`src/rtl/fc_l1a_arbiter_if.sv`:
```
// Fast-control L1A arbiter bus.
// Carries every non-clock, non-reset signal of fc_l1a_arbiter.
//   master : trigger sources, configuration and status inputs -> arbiter
//            (also observes the arbiter outputs)
//   slave  : the arbiter; drives l1a_out, l1a_src, counters and veto_status
interface fc_l1a_arbiter_if #(
    parameter int unsigned N_SRC   = 4,
    parameter int unsigned PS_W    = 8,
    parameter int unsigned DT_W    = 12,
    parameter int unsigned OCC_W   = 8,
    parameter int unsigned MAX_WIN = 64,
    parameter int unsigned CNT_W   = 16
);
    localparam int unsigned WL_W = $clog2(MAX_WIN) + 1;

    logic [N_SRC-1:0]      trig_in;
    logic [N_SRC-1:0]      src_enable;
    logic [N_SRC*PS_W-1:0] src_prescale;
    logic [DT_W-1:0]       deadtime;
    logic                  busy_in;
    logic                  veto_busy_en;
    logic [OCC_W-1:0]      occupancy;
    logic [OCC_W-1:0]      occ_busy_thr;
    logic [OCC_W-1:0]      occ_ready_thr;
    logic                  veto_occ_en;
    logic [WL_W-1:0]       window_len;
    logic [7:0]            window_max;
    logic                  clear_counters;
    logic                  l1a_out;
    logic [N_SRC-1:0]      l1a_src;
    logic [CNT_W-1:0]      accepted_count;
    logic [CNT_W-1:0]      vetoed_count;
    logic [3:0]            veto_status;

    modport master (
        output trig_in, src_enable, src_prescale, deadtime, busy_in, veto_busy_en,
               occupancy, occ_busy_thr, occ_ready_thr, veto_occ_en, window_len,
               window_max, clear_counters,
        input  l1a_out, l1a_src, accepted_count, vetoed_count, veto_status
    );

    modport slave (
        input  trig_in, src_enable, src_prescale, deadtime, busy_in, veto_busy_en,
               occupancy, occ_busy_thr, occ_ready_thr, veto_occ_en, window_len,
               window_max, clear_counters,
        output l1a_out, l1a_src, accepted_count, vetoed_count, veto_status
    );
endinterface

```
`src/rtl/fc_l1a_arbiter.sv`:
```
// Fast-control L1A arbiter (clk_bx domain).
// Merges N_SRC trigger sources through per-source enables and prescalers into one
// L1A request, applies deadtime / DAQ-busy / occupancy-hysteresis / sliding-window
// vetoes, and registers the accepted L1A with its source mask.
// Ports:
//   clk_bx  : bunch clock, the only clock
//   reset_n : asynchronous active-low reset
//   bus     : fc_l1a_arbiter_if.slave (triggers, configuration, L1A, counters, status)
module fc_l1a_arbiter #(
    parameter int unsigned N_SRC   = 4,
    parameter int unsigned PS_W    = 8,
    parameter int unsigned DT_W    = 12,
    parameter int unsigned OCC_W   = 8,
    parameter int unsigned MAX_WIN = 64,
    parameter int unsigned CNT_W   = 16
) (
    input logic              clk_bx,
    input logic              reset_n,
    fc_l1a_arbiter_if.slave  bus
);
    localparam int unsigned WL_W = $clog2(MAX_WIN) + 1;
    // Window count must hold 0..MAX_WIN inclusive.
    localparam int unsigned WC_W = $clog2(MAX_WIN + 1);

    logic [N_SRC-1:0][PS_W-1:0] pc_q, pc_d;
    logic [N_SRC-1:0][PS_W-1:0] ps_lim;
    logic [N_SRC-1:0]           pass;
    logic [DT_W-1:0]            dt_cnt_q, dt_cnt_d;
    logic                       occ_busy_q, occ_busy_d;
    logic [MAX_WIN-1:0]         hist_q, hist_d;
    logic [WC_W-1:0]            win_cnt_q, win_cnt_d;
    logic                       win_old;
    logic                       l1a_out_q;
    logic [N_SRC-1:0]           l1a_src_q;
    logic [CNT_W-1:0]           acc_cnt_q, acc_cnt_d;
    logic [CNT_W-1:0]           veto_cnt_q, veto_cnt_d;
    logic [3:0]                 veto_status_q;
    logic                       req, veto, accept;
    logic                       t_dt, t_busy, t_occ, t_win;

    // Prescalers: a raw trigger passes once the counter reaches P-1 (P=0 acts as 1).
    always_comb begin
        for (int i = 0; i < N_SRC; i++) begin
            ps_lim[i] = (bus.src_prescale[i*PS_W +: PS_W] == '0) ? '0 :
                        bus.src_prescale[i*PS_W +: PS_W] - PS_W'(1);
            pc_d[i]   = pc_q[i];
            pass[i]   = 1'b0;
            if (bus.trig_in[i] && bus.src_enable[i]) begin
                if (pc_q[i] >= ps_lim[i]) begin
                    pass[i] = 1'b1;
                    pc_d[i] = '0;
                end else begin
                    pc_d[i] = pc_q[i] + PS_W'(1);
                end
            end
        end
    end

    // Oldest accept still inside the window; out-of-range lengths fall back to hist[0].
    always_comb begin
        win_old = hist_q[0];
        for (int k = 0; k < MAX_WIN; k++) begin
            if (bus.window_len == WL_W'(k + 1)) win_old = hist_q[k];
        end
    end

    always_comb begin
        t_dt   = (dt_cnt_q != '0);
        t_busy = bus.busy_in & bus.veto_busy_en;
        t_occ  = occ_busy_q & bus.veto_occ_en;
        t_win  = (bus.window_max != 8'd0) && (32'(win_cnt_q) >= 32'(bus.window_max));
        veto   = t_dt | t_busy | t_occ | t_win;
        req    = |pass;
        accept = req & ~veto;
    end

    always_comb begin
        if (accept) begin
            dt_cnt_d = bus.deadtime;
        end else if (dt_cnt_q != '0) begin
            dt_cnt_d = dt_cnt_q - DT_W'(1);
        end else begin
            dt_cnt_d = dt_cnt_q;
        end

        // Set threshold wins over clear threshold.
        if (bus.occupancy >= bus.occ_busy_thr) begin
            occ_busy_d = 1'b1;
        end else if (bus.occupancy <= bus.occ_ready_thr) begin
            occ_busy_d = 1'b0;
        end else begin
            occ_busy_d = occ_busy_q;
        end

        hist_d    = {hist_q[MAX_WIN-2:0], accept};
        win_cnt_d = win_cnt_q + WC_W'(accept) - WC_W'(win_old);

        acc_cnt_d  = acc_cnt_q;
        veto_cnt_d = veto_cnt_q;
        if (bus.clear_counters) begin
            acc_cnt_d  = '0;
            veto_cnt_d = '0;
        end else begin
            if (accept && (acc_cnt_q != '1)) acc_cnt_d = acc_cnt_q + CNT_W'(1);
            if (req && veto && (veto_cnt_q != '1)) veto_cnt_d = veto_cnt_q + CNT_W'(1);
        end
    end

    always_ff @(posedge clk_bx or negedge reset_n) begin
        if (!reset_n) begin
            pc_q          <= '0;
            dt_cnt_q      <= '0;
            occ_busy_q    <= 1'b0;
            hist_q        <= '0;
            win_cnt_q     <= '0;
            l1a_out_q     <= 1'b0;
            l1a_src_q     <= '0;
            acc_cnt_q     <= '0;
            veto_cnt_q    <= '0;
            veto_status_q <= '0;
        end else begin
            pc_q          <= pc_d;
            dt_cnt_q      <= dt_cnt_d;
            occ_busy_q    <= occ_busy_d;
            hist_q        <= hist_d;
            win_cnt_q     <= win_cnt_d;
            l1a_out_q     <= accept;
            l1a_src_q     <= accept ? pass : '0;
            acc_cnt_q     <= acc_cnt_d;
            veto_cnt_q    <= veto_cnt_d;
            veto_status_q <= {t_win, t_occ, t_busy, t_dt};
        end
    end

    assign bus.l1a_out        = l1a_out_q;
    assign bus.l1a_src        = l1a_src_q;
    assign bus.accepted_count = acc_cnt_q;
    assign bus.vetoed_count   = veto_cnt_q;
    assign bus.veto_status    = veto_status_q;
endmodule

```
`src/flat_wrapper.sv`:
```
// flat-port wrapper written by rule: the top's interface ports become plain ports
module fc_l1a_arbiter_flat 
#(
    parameter int unsigned N_SRC   = 4,
    parameter int unsigned PS_W    = 8,
    parameter int unsigned DT_W    = 12,
    parameter int unsigned OCC_W   = 8,
    parameter int unsigned MAX_WIN = 64,
    parameter int unsigned CNT_W   = 16
)
  (clk_bx, reset_n, bus_trig_in, bus_src_enable, bus_src_prescale, bus_deadtime, bus_busy_in, bus_veto_busy_en, bus_occupancy, bus_occ_busy_thr, bus_occ_ready_thr, bus_veto_occ_en, bus_window_len, bus_window_max, bus_clear_counters, bus_l1a_out, bus_l1a_src, bus_accepted_count, bus_vetoed_count, bus_veto_status);
  fc_l1a_arbiter_if #(.N_SRC(N_SRC), .PS_W(PS_W), .DT_W(DT_W), .OCC_W(OCC_W), .MAX_WIN(MAX_WIN), .CNT_W(CNT_W)) bus_i ();
  input logic clk_bx;
  input logic reset_n;
  input wire logic [$bits(bus_i.trig_in)-1:0] bus_trig_in;
  input wire logic [$bits(bus_i.src_enable)-1:0] bus_src_enable;
  input wire logic [$bits(bus_i.src_prescale)-1:0] bus_src_prescale;
  input wire logic [$bits(bus_i.deadtime)-1:0] bus_deadtime;
  input wire logic [$bits(bus_i.busy_in)-1:0] bus_busy_in;
  input wire logic [$bits(bus_i.veto_busy_en)-1:0] bus_veto_busy_en;
  input wire logic [$bits(bus_i.occupancy)-1:0] bus_occupancy;
  input wire logic [$bits(bus_i.occ_busy_thr)-1:0] bus_occ_busy_thr;
  input wire logic [$bits(bus_i.occ_ready_thr)-1:0] bus_occ_ready_thr;
  input wire logic [$bits(bus_i.veto_occ_en)-1:0] bus_veto_occ_en;
  input wire logic [$bits(bus_i.window_len)-1:0] bus_window_len;
  input wire logic [$bits(bus_i.window_max)-1:0] bus_window_max;
  input wire logic [$bits(bus_i.clear_counters)-1:0] bus_clear_counters;
  output wire logic [$bits(bus_i.l1a_out)-1:0] bus_l1a_out;
  output wire logic [$bits(bus_i.l1a_src)-1:0] bus_l1a_src;
  output wire logic [$bits(bus_i.accepted_count)-1:0] bus_accepted_count;
  output wire logic [$bits(bus_i.vetoed_count)-1:0] bus_vetoed_count;
  output wire logic [$bits(bus_i.veto_status)-1:0] bus_veto_status;
  assign bus_i.trig_in = bus_trig_in;
  assign bus_i.src_enable = bus_src_enable;
  assign bus_i.src_prescale = bus_src_prescale;
  assign bus_i.deadtime = bus_deadtime;
  assign bus_i.busy_in = bus_busy_in;
  assign bus_i.veto_busy_en = bus_veto_busy_en;
  assign bus_i.occupancy = bus_occupancy;
  assign bus_i.occ_busy_thr = bus_occ_busy_thr;
  assign bus_i.occ_ready_thr = bus_occ_ready_thr;
  assign bus_i.veto_occ_en = bus_veto_occ_en;
  assign bus_i.window_len = bus_window_len;
  assign bus_i.window_max = bus_window_max;
  assign bus_i.clear_counters = bus_clear_counters;
  assign bus_l1a_out = bus_i.l1a_out;
  assign bus_l1a_src = bus_i.l1a_src;
  assign bus_accepted_count = bus_i.accepted_count;
  assign bus_vetoed_count = bus_i.vetoed_count;
  assign bus_veto_status = bus_i.veto_status;
  fc_l1a_arbiter #(.N_SRC(N_SRC), .PS_W(PS_W), .DT_W(DT_W), .OCC_W(OCC_W), .MAX_WIN(MAX_WIN), .CNT_W(CNT_W)) u_core (.clk_bx(clk_bx), .reset_n(reset_n), .bus(bus_i));
endmodule
```
`config.mk`:
```
export PLATFORM = sky130hd
export DESIGN_NAME = fc_l1a_arbiter_flat
export DESIGN_NICKNAME = d
export VERILOG_FILES = /design/src/rtl/fc_l1a_arbiter_if.sv /design/src/rtl/fc_l1a_arbiter.sv /design/src/flat_wrapper.sv
export SDC_FILE = /design/constraint.sdc
export NUM_CORES = 1
export LEC_CHECK = 0
export ABC_CLOCK_PERIOD_IN_PS = 3400
export CAP_MARGIN = 15
export CORE_MARGIN = 1.5
export CORE_UTILIZATION = 35
export CTS_CLUSTER_DIAMETER = 60
export CTS_CLUSTER_SIZE = 16
export DETAILED_ROUTE_END_ITERATION = 10
export PLACE_DENSITY = 0.67
export SETUP_SLACK_MARGIN = 0.5
export SLEW_MARGIN = 20
export SYNTH_ARGS = -nofsm -noshare
export SYNTH_HDL_FRONTEND = slang
export SYNTH_SLANG_ARGS = --single-unit
```
`constraint.sdc`:
```
create_clock -name clk_bx -period 3.4 [get_ports clk_bx]
set_input_delay 0.34 -clock clk_bx [delete_from_list [all_inputs] [get_ports clk_bx]]
set_output_delay 0.34 -clock clk_bx [all_outputs]
set_load 0.01 [all_outputs]
```
==> flow_metrics.env <==
export IMPL_drc=0
export IMPL_area_growth_pct=54.6
export IMPL_ys_seq_elements=156
export IMPL_rrSetupSlack_ns=-0.08
export IMPL_drv_slew=0
export IMPL_grt_antenna_before_repair=0
export IMPL_dp_hpwl_um=17700
export IMPL_crit_family="compound AO/OA/AOI/OAI gates"
export IMPL_path_buf_inv=1
export IMPL_clock_skew_ns=0.0107
export IMPL_clock_latency_ns=0.42
export IMPL_required_ns=3.73
export IMPL_post_drt_wl_per_cell_um=15.6
export IMPL_ys_async_sr_fraction=1.00
export IMPL_clkTransAtPathRegs_ns=0.06
export IMPL_synthTopCellsByArea="dfrtp_1, ha_1, o21ai_0"
export IMPL_synth_common_cells="dfrtp_1, nor2_1, nand2_1"
export IMPL_holdCritPathClass="flip-flop to flip-flop"
export IMPL_crit_path_start_kind="flip-flop"
export IMPL_crit_type="flip-flop to flip-flop"
export IMPL_grt_pass1_wl_um=41400
export IMPL_drt_iter0_drc=441
export IMPL_ys_warn_count=0
export IMPL_grt_overflow_total=0
export IMPL_layout_setup_ws_ns=-0.0795
export IMPL_max_freq_mhz=287
export IMPL_grt_pass1_vias=8636
export IMPL_max_stage_delay_ns=0.39
export IMPL_period_share=1.02
export IMPL_whs_path_depth=0
export IMPL_rsz0062_at_grt="true"
export IMPL_reg2reg_from="u_core.hist_q[5]"
export IMPL_p_leak_nw=6.50
export IMPL_cts_root_buf="clkbuf_16"
export IMPL_hp_start="u_core.hist_q[27]"
export IMPL_crit_arrival_ns=3.81
export IMPL_peakVddDrop_mv=0.241
export IMPL_avgSynthCellArea_um2=9.28
export IMPL_place_ws_ns=-0.964
export IMPL_p_per_area_nw_per_um2=460
export IMPL_hold_end="u_core.hist_q[28]"
export IMPL_antenna_cells=0
export IMPL_wl_um=25700
export IMPL_yosysUniqueCellTypes=64
export IMPL_grt_max_degree=81
export IMPL_place_gp_congestion=0.893
export IMPL_layout_nets=1469
export IMPL_layout_drive_gt1_share=0.301
export IMPL_htree_levels=4
export IMPL_syn_area_um2=9120
export IMPL_status="finished with violations"
export IMPL_start_util=0.359
export IMPL_path_max_fanout=2
export IMPL_fin_crit_ns=3.48
export IMPL_cap_violations=0
export IMPL_reg2reg_to="u_core.win_cnt_q[6]"
export IMPL_firstDrtPassIters=5
export IMPL_core_area_um2=25400
export IMPL_die_area_um2=27000
export IMPL_worst_pin_slew_ns=0.545
export IMPL_portBuffers=137
export IMPL_reg2regPathDepth=16
export IMPL_path_cells="mux2_4, a22o_1, a221oi_2, o21ai_2, a221oi_2, a2111oi_2, o221a_2, ha_4, inv_2, ha_4, fa_2, a21o_1, a21oi_2, o21bai_1, a21oi_1, xnor2_1"
export IMPL_cts_sinks=156
export IMPL_die_h_um=164
export IMPL_grt_use_total=0.192
export IMPL_ios=138
export IMPL_num_vias=8381
export IMPL_finalSetupViolations=1
export IMPL_synth_edf_count=0
export IMPL_syn_num_nets=1153
export IMPL_final_hold_violation_count=0
export IMPL_drtAntennaViolNets=0
export IMPL_synth_main_ff_cell="dfrtp_1"
export IMPL_fin_tns_setup_ns=-0.0795
export IMPL_synth_largest_area_cell="dfrtp_1"
export IMPL_cts_tree="yes"
export IMPL_viasPerCell=5.11
export IMPL_synthCells=982
export IMPL_critPathSlowestCell="dfrtp_1"
export IMPL_cts_buffer_depth=2
export IMPL_numCtsBuffers=17
export IMPL_synth_most_common_cell="dfrtp_1"
export IMPL_synth_top_area_frac=0.428
export IMPL_crit_path_end_kind="flip-flop"
export IMPL_seq_area_frac_synth=0.428
export IMPL_violations="negative setup slack"
export IMPL_relSlewSlack=0.633
export IMPL_row_count=58
export IMPL_fp_dieW_um=164
==> per-layer routing <==
metal,share of wire,wire [um],vias to the layer above,GRT usage
met1,0.44,11200,4047,0.238
met4,0.018,452,0,0.0639
met2,0.50,12900,187,0.335
met3,0.045,1160,38,0.0364
met5,0,0,-,0
li1,-,-,4109,-
==> sequential cells by signal, summed over array words and instances, names as in the netlist <==
register                   count
u_core.pc_q                   32
u_core.bus.accepted_count     16
u_core.hist_q                 64
u_core.bus.vetoed_count       16
u_core.bus.veto_status         4
u_core.occ_busy_q              1
u_core.dt_cnt_q               12
u_core.bus.l1a_src             4
u_core.win_cnt_q               7
==> worst max-delay path by stage <==
stage	startpoint	end	slack (ns)	cells after the start
5_1_grt	u_core.hist_q[5]	u_core.win_cnt_q[6]	-0.21	16
3_3_place_gp	bus_window_len[0]	u_core.win_cnt_q[6]	-0.89	17
2_1_floorplan	bus_src_prescale[9]	u_core.win_cnt_q[6]	-0.33	20
6_report	u_core.hist_q[5]	u_core.win_cnt_q[6]	-0.08	16
3_5_place_dp	bus_window_len[0]	u_core.win_cnt_q[6]	-0.96	17
4_1_cts	u_core.hist_q[6]	u_core.win_cnt_q[6]	-0.11	16
==> where the power goes <==
group / switching (W) / leakage [nW] / internal [W]
Sequential: 0.000245 / 2.10 / 0.00207
Combinational: 0.000942 / 4.08 / 0.00109
Clock: 0.000786 / 0.325 / 0.00136
==> placed cells by master, fill, tap and decap left out, types with 19 or more instances in the layout <==
cell type and instances:
xor2_1 25, nand2_1 70, nor2_1 88, a21oi_1 35, buf_4 144, dlygate4sd2_1 21
nor2b_1 19, buf_6 27, ha_1 51, nand3_1 34, xnor2_1 29, o21ai_0 53
dfrtp_1 156, inv_1 52, clkdlybuf4s50_1 104
==> timing repair <==
action,CTS,global route
endpoints found under the hold margin,42,0
hold buffers,1,0
resized for setup,190,85
pin swaps,75,66
endpoints found under the setup margin,54,48
buffers inserted,35,14
gates cloned,3,1
==> logic make-up after synthesis <==
kind of cell / after synthesis / synth area share
flip-flops: 156 / 0.428
AND/OR/NAND/NOR: 387 / 0.213
multiplexers: 22 / 0.0248
AO/OA/AOI/OAI: 201 / 0.139
buffers and inverters: 82 / 0.0353
XOR/XNOR: 60 / 0.0576
adder cells (fa/ha/maj): 74 / 0.102
==> worst reg2reg max path, delay by kind of cell (launching register included) <==
family / cells / cell delay (ns)
AOI/OAI and AO/OA: 10 / 1.77
xor gates and xnor gates: 1 / 0.14
adders and majority gates: 3 / 0.79
buffers and inverters: 1 / 0.04
DFF: 1 / 0.39
muxes: 1 / 0.27
==> cell type report <==
class / count / area, um2
Fill cell: 2184 / 11300
Multi-Input combinational cell: 744 / 5900
Sequential cell: 156 / 3900
Timing Repair Buffer: 317 / 2950
Clock buffer: 20 / 457
Tap cell: 330 / 413
Inverter: 62 / 267
Clock inverter: 12 / 208
==> through the flow <==
step / area (um2) / util / std cells / hold slack (ns) / total power [W]
3_3_place_gp: 12100 / 0.474 / 1554 / 0.299 / 0.00394
3_5_place_dp: 12100 / 0.474 / 1554 / 0.299 / 0.00401
6_report: 14100 / 0.555 / 1641 / 0.374 / 0.00649
5_1_grt: 14100 / 0.555 / 1641 / 0.383 / 0.00689
4_1_cts: 13600 / 0.537 / 1625 / 0.373 / 0.00641
2_1_floorplan: 9370 / - / 982 / 0.0444 / 0.00336
No activity file was read; power rests on OpenSTA's default activity.
